File: src/rtl/register_file_pkg.sv
// Shared defaults and typedefs for the register file and its pending-writeback scoreboard.
package register_file_pkg;
  localparam int DEF_DATA_W = 16;
  localparam int DEF_ADDR_W = 3;

  typedef logic [DEF_DATA_W-1:0] data_t;
  typedef logic [DEF_ADDR_W-1:0] addr_t;
endpackage

File: src/rtl/register_file_scoreboard.sv
// Pending-writeback scoreboard: one bit per register, set beats clear, busy flags report post-edge state.
module register_file_scoreboard
  import register_file_pkg::*;
#(
  parameter int ADDR_W   = DEF_ADDR_W,
  parameter bit ZERO_REG = 1'b1
) (
  input  logic              i_clk,
  input  logic              i_rst,
  input  logic              i_set,
  input  logic [ADDR_W-1:0] i_set_addr,
  input  logic              i_clr,
  input  logic [ADDR_W-1:0] i_clr_addr,
  input  logic [ADDR_W-1:0] i_rd_addr1,
  input  logic [ADDR_W-1:0] i_rd_addr2,
  output logic              o_busy1,
  output logic              o_busy2
);
  localparam int DEPTH = 2 ** ADDR_W;

  logic [DEPTH-1:0] r_pend;
  logic [DEPTH-1:0] w_pend_nxt;

  // Clear first so a coincident set on the same register wins.
  always_comb begin
    w_pend_nxt = r_pend;
    if (i_clr) w_pend_nxt[i_clr_addr] = 1'b0;
    if (i_set) w_pend_nxt[i_set_addr] = 1'b1;
    if (ZERO_REG) w_pend_nxt[0] = 1'b0;
  end

  always_ff @(posedge i_clk or posedge i_rst) begin
    if (i_rst) begin
      r_pend  <= '0;
      o_busy1 <= 1'b0;
      o_busy2 <= 1'b0;
    end else begin
      r_pend  <= w_pend_nxt;
      o_busy1 <= w_pend_nxt[i_rd_addr1];
      o_busy2 <= w_pend_nxt[i_rd_addr2];
    end
  end
endmodule

File: src/rtl/register_file.sv
// Two-read/one-write register file with registered reads, write-through bypass and pending scoreboard.
module register_file
  import register_file_pkg::*;
#(
  parameter int DATA_W   = DEF_DATA_W,
  parameter int ADDR_W   = DEF_ADDR_W,
  parameter bit ZERO_REG = 1'b1
) (
  input  logic              clock,
  input  logic              reset,
  input  logic              reg_write,
  input  logic [ADDR_W-1:0] wr_addr,
  input  logic [DATA_W-1:0] wr_data,
  input  logic [ADDR_W-1:0] rd_addr1,
  input  logic [ADDR_W-1:0] rd_addr2,
  output logic [DATA_W-1:0] rd_data1,
  output logic [DATA_W-1:0] rd_data2,
  input  logic              pend_set,
  input  logic [ADDR_W-1:0] pend_addr,
  output logic              busy1,
  output logic              busy2
);
  localparam int DEPTH = 2 ** ADDR_W;

  logic [DATA_W-1:0] r_mem [DEPTH];
  logic              w_wr_en;
  logic              w_byp1;
  logic              w_byp2;

  // Writes to a hardwired zero register are dropped, which also keeps it out of the bypass.
  assign w_wr_en = reg_write && !(ZERO_REG && (wr_addr == '0));
  assign w_byp1  = w_wr_en && (wr_addr == rd_addr1);
  assign w_byp2  = w_wr_en && (wr_addr == rd_addr2);

  always_ff @(posedge clock or posedge reset) begin
    if (reset) begin
      for (int i = 0; i < DEPTH; i++) r_mem[i] <= '0;
      rd_data1 <= '0;
      rd_data2 <= '0;
    end else begin
      if (w_wr_en) r_mem[wr_addr] <= wr_data;
      rd_data1 <= w_byp1 ? wr_data : r_mem[rd_addr1];
      rd_data2 <= w_byp2 ? wr_data : r_mem[rd_addr2];
    end
  end

  register_file_scoreboard #(
    .ADDR_W  (ADDR_W),
    .ZERO_REG(ZERO_REG)
  ) u_scoreboard (
    .i_clk     (clock),
    .i_rst     (reset),
    .i_set     (pend_set),
    .i_set_addr(pend_addr),
    .i_clr     (reg_write),
    .i_clr_addr(wr_addr),
    .i_rd_addr1(rd_addr1),
    .i_rd_addr2(rd_addr2),
    .o_busy1   (busy1),
    .o_busy2   (busy2)
  );
endmodule

File: config.mk
export PLATFORM = sky130hd
export DESIGN_NAME = register_file
export DESIGN_NICKNAME = d
export VERILOG_FILES = /design/src/rtl/register_file_pkg.sv /design/src/rtl/register_file_scoreboard.sv /design/src/rtl/register_file.sv
export SDC_FILE = /design/constraint.sdc
export NUM_CORES = 1
export LEC_CHECK = 0
export CAP_MARGIN = 15
export CORE_MARGIN = 1.5
export CORE_UTILIZATION = 53
export DETAILED_ROUTE_END_ITERATION = 8
export GPL_TIMING_DRIVEN = 1
export PLACE_DENSITY = 0.73
export RECOVER_POWER = 50
export SETUP_SLACK_MARGIN = 0.02
export SYNTH_ARGS = -nofsm -noshare
export SYNTH_HDL_FRONTEND = slang
export SYNTH_SLANG_ARGS = --single-unit
File: constraint.sdc
create_clock -name clock -period 4.9 [get_ports clock]
set_input_delay 0.735 -clock clock [delete_from_list [all_inputs] [get_ports clock]]
set_output_delay 0.735 -clock clock [all_outputs]
set_load 0.01 [all_outputs]
Yosys cells after proc, flatten, opt, wreduce, memory -nomap -nowiden
Cells that the tools add are included.
W data, S select, Z words.
{"block": "totals", "inputBits": 32, "reg_bits": 169, "elab_cells": 60}
{"block": "classes", "reduce_logical": 8, "order_cmp": 10, "n_eq_ne": 2, "bitwise": 6, "mux": 21}
{"op": "$bwmux W128", "count": 1}
{"op": "$mux W16", "count": 7}
{"op": "$bmux W16 S3", "count": 2}
{"op": "$demux W16 S3", "count": 1}
{"op": "$lt A3 B4 Y1 const B", "count": 4}
{"op": "$mux W8", "count": 2}
{"op": "$ge A4 B4 Y1 const B", "count": 3}
{"op": "$not A3 Y4", "count": 3}
{"op": "$and A8 B8 Y8", "count": 1}
{"op": "$not A8 Y8", "count": 1}
{"op": "$or A8 B8 Y8", "count": 1}
{"op": "$bmux W1 S3", "count": 2}
{"op": "$demux W1 S3", "count": 2}
{"op": "$eq A3 B3 Y1", "count": 2}
{"op": "$ge A3 B1 Y1 const B", "count": 2}
{"op": "$logic_and A1 B1 Y1", "count": 6}
{"op": "$lt A4 B1 Y1 const B", "count": 1}
{"op": "$mux W1", "count": 4}
{"op": "$logic_not A3 Y1", "count": 1}
{"op": "$logic_not A1 Y1", "count": 1}

Depth between registers and ports, before layout
{"block": "logic_depth", "depth_word": 11, "depth_mapped": 7, "mapped_depth_nobuf": 4}

Cells and area by module
A second synthesis with hierarchy kept.
{"block": "hier_totals", "cells_unflattened": 532, "hier_area_um2": 8694.6}
{"module": "register_file", "cells_each": 477, "area_each_um2": 8129.0, "seq_area_each_um2": 4003.8, "n_inst": 1}
{"module": "register_file_scoreboard", "cells_each": 55, "area_each_um2": 565.5, "seq_area_each_um2": 225.2, "n_inst": 1}

Worst setup path after synthesis
OpenSTA, ideal clock, no wires.
{"block": "synth_path", "kind": "input to register", "start": "input port rd_addr2[0]", "end": "register rd_data2[11]", "path_buffers": 3, "setup_ps": 125, "setup_slack_ps": 2457, "required_ps": 4775, "stages": 6, "t_arrival_ps": 2318, "path_cell_list": "clkbuf_1 buf_2 clkbuf_1 mux4_2 mux2_2 mux2_4"}
{"block": "synth_via", "elab_chain_len": 5, "word_cells_on_any_way": 7}
{"item": "start: declaration", "line": "register_file.sv:15", "rtl": "input logic [ADDR_W-1:0] rd_addr2,"}
{"item": "$not A3 Y4 (implied by the code)", "line": "register_file.sv:43", "rtl": "rd_data2 <= w_byp2 ? wr_data : r_mem[rd_addr2];"}
{"item": "$bmux W16 S3", "line": "register_file.sv:43"}
{"item": "$mux W16 (implied by the code) (2 in series)", "line": "register_file.sv:43"}
{"item": "$mux W16 (*)", "line": "register_file.sv:43"}
{"item": "end signal: assignment", "line": "register_file.sv:43"}
{"item": "end: declaration", "line": "register_file.sv:17", "rtl": "output logic [DATA_W-1:0] rd_data2,"}
Every way passes the cells marked *; elsewhere a longest branch is shown, timed or not. The select of a mux whose other input is x is not followed.
A chain may end at the register's enable or synchronous reset.

==> flow_summary_export.csv <==
group,metric,value,unit
run_status,status,"finished, violations left",
run_status,violations,"max-capacitance violations, max-slew violations",
place,place.gp.congestion,0.787,
pwr,power_frac_clock,34.5,%
synthesis,syn_area,8500,µm²
timing,fin_crit,3.43,ns
timing,slew_headroom,-25.2,%
clock_network,cts_setup_buffers,0,
global_routing,grt_max_degree,63,
clock_network,cts_resized,0,
drt,drc,0,
synthesis,ys_dominant_reg_cell,"dfrtp_1",
timing,setup_violations,0,
die,rows,46,
worst_setup_path,worst_ep_arrival_time,3.69,ns
drt,first_iter_violations,388,
pwr,switchingPower,1.07,mW
clock_network,insertion_delay,0.42,ns
synthesis,synth_top_area_share,49.7,%
synthesis,yosys.cell_types.count,31,
synthesis,yosysTopAreaCell,"dfrtp_1",
synthesis,synth_common_cells,"dfrtp_1, nand2_1, mux2_2",
synthesis,syn_area_per_cell,13.4,µm²
pwr,comb_power_share,21.6,%
global_routing,grt_use_total,27.0,%
timing,tightest_slew,1.87,ns
timing,fin_hold_ws,0.395,ns
clock_network,cts_tree,"yes",
drt,routedWlPerCell,22.9,µm
finish,diodes,0,
timing,finalSetupTns,0,ns
synthesis,yosysSeqAreaShare,49.7,%
finish,regArea,4230,µm²
place,io_buffers,65,
clock_network,htreeDepth,4,
die,die_area,16800,µm²
synthesis,synth.most_common_cell,"dfrtp_1",
finish,num-fill-cells,1183,
place,dp.cells,874,
clock_network,root_buffer,"clkbuf_16",
hold_path,hp-class,"register to register",
synthesis,yosys_warnings,0,
flow_run,drv_cap,2,
synthesis,synth_nets,669,
die,start_util,53.9,%
finish,stdcell_count,908,
worst_setup_path,worstPathRequired,5.16,ns
finish,final_nets,711,
timing,hold_viol,0,
global_routing,grt_pass1_wl,33.0,mm
drt,wl,20.8,mm
worst_setup_path,crit_type,"input pin to async pin",
worst_setup_path,crit_fanout,62,
timing,slew_viol_final,104,
die,die_w,130,µm
worst_setup_path,endpoint_kind,"async pin",
die,io_pins,66,
pwr,powerDensity,421,nW/µm²
timing,rsz0062_at_grt,"no",
synthesis,ys_ff_latch,169,
pwr,ir_drop,0.000262,V
clock_network,hold_buffers,0,
drt,first_pass_iters,5,
die,die_h,130,µm
place,dp_hpwl,12.8,mm
timing,fin_worst_skew,0.00466,ns
synthesis,syn_inst,637,
worst_setup_path,cp-start-kind,"input pin",
global_routing,antenna_found_initial,2,
clock_network,path_clk_slew,0.06,ns
drt,vias,5489,
synthesis,synth_edf_count,0,
pwr,p_sw_share,25.6,%
pwr,cellLeakagePower,4.40,nW
pwr,seqPwrFrac,43.9,%
synthesis,synth.area.top_cells,"dfrtp_1, mux4_2, mux2_2, nand2_1, mux2_4",
timing,fin_crit_sh,70.1,%
drt,via_per_inst,6.05,
global_routing,grt-ovfl-total,0,
finish,multi_input_area,4000,µm²
finish,area_delta_synth_final,16.9,%
timing,clock.fmax,291,MHz
drt,final_antenna_net_count,0,
die,core,15800,µm²
pwr,p_int,3.12,mW
clock_network,cts_buffers,17,
clock_network,clock-sinks,169,
finish,drive_gt1_share,36.4,%
global_routing,grt_pass1_vias,5798,
clock_network,clock_path_buffers,2,
synthesis,ys_async_sr_fraction,100,%
-- final cells by class --
cell class                 count  share of cell area [%]
timing repair buffer          84                    7.82
sequential                   169                    42.5
clock buffer                  21                    4.73
inverter                       8                   0.315
tap                          216                    2.72
multi-input combinational    399                    40.2
clock inverter                11                    1.67
-- routing by layer --
| layer | wire [µm] | share of wire (%) | global-route usage (%) | up-vias |
|---|---|---|---|---|
| met2 | 9820 | 47 | 41.7 | 201 |
| met1 | 9160 | 44 | 38.0 | 2884 |
| li1 | - | - | - | 2367 |
| met4 | 391 | 1.9 | 8.43 | 4 |
| met5 | 22 | 0.11 | 0 | - |
| met3 | 1380 | 6.6 | 6.98 | 33 |
-- final timing paths --
path / start / end / slack, ns / cells past startpoint
min in group asynchronous: reset / r_mem[86] / 1.22 / 2
min reg2reg: r_mem[117] / r_mem[117] / 0.39 / 0
max: reset / r_mem[126] / 1.47 / 3
max reg2reg: r_mem[4] / rd_data1[4] / 3.35 / 3
min: r_mem[117] / r_mem[117] / 0.39 / 0
max in group clock: wr_addr[0] / rd_data1[4] / 1.70 / 5
-- state kept, by name, indices dropped and copies added (netlist names) --
name / flops
u_scoreboard.r_pend: 7
r_mem: 128
u_scoreboard.o_busy1: 1
rd_data1: 16
rd_data2: 16
u_scoreboard.o_busy2: 1
-- placed cells by master, fill, tap and decap left out, drive strengths merged, types with 3 or more instances in the layout --
cell           synthesis  layout
inv                    8       8
clkinv                 0       6
o211ai                 8       8
buf                   25      22
nand3                  4       4
dfrtp                169     169
nand2                153     153
dlygate4sd3            0      27
nor2b                  3       3
nor4bb                 3       3
bufinv                 0       4
clkbuf                36      22
nand4b                 5       5
xnor2                  4       4
clkdlybuf4s50          0      34
mux4                  64      64
a21oi                  6       6
mux2                 128     128
-- power groups by stage --
| stage | Combinational, mW | Clock [mW] | Sequential, mW |
|---|---|---|---|
| floorplan | 0.600 | 0 | 1.84 |
| global placement | 0.894 | 0 | 1.84 |
| detailed placement | 0.926 | 0 | 1.86 |
| CTS | 0.933 | 1.46 | 1.84 |
| global route | 0.978 | 1.52 | 1.87 |
| finish | 0.903 | 1.44 | 1.84 |
-- per-stage QoR --
step                total power [mW]  setup WS (ns)  cell area, µm²  util (%)
finish                          4.19           1.47            9950      63.1
global route                    4.37          0.937            9950      63.1
CTS                             4.23           1.73            9940      63.0
detailed placement              2.79           1.29            9300      59.0
global placement                2.73           1.38            9300      59.0
floorplan                       2.44           2.01            8510         -
-- worst max-delay path, stage by stage --
cell,delay [ns]
dlygate4sd3_1,0.54
clkinvlp_2,1.07
clkbuf_2,1.30
-- kinds of logic (layout without fill, tap and decap cells) --
group,Yosys count,after routing,share of synthesized area [%]
AOI/OAI and AO/OA,26,26,2.46
buffers and inverters,69,124,3.77
xor gates and xnor gates,4,4,0.412
and+or+nand+nor,177,177,8.86
muxes,192,192,34.8
DFF,169,169,49.7
Note: power is estimated with default switching activity, not from simulation.
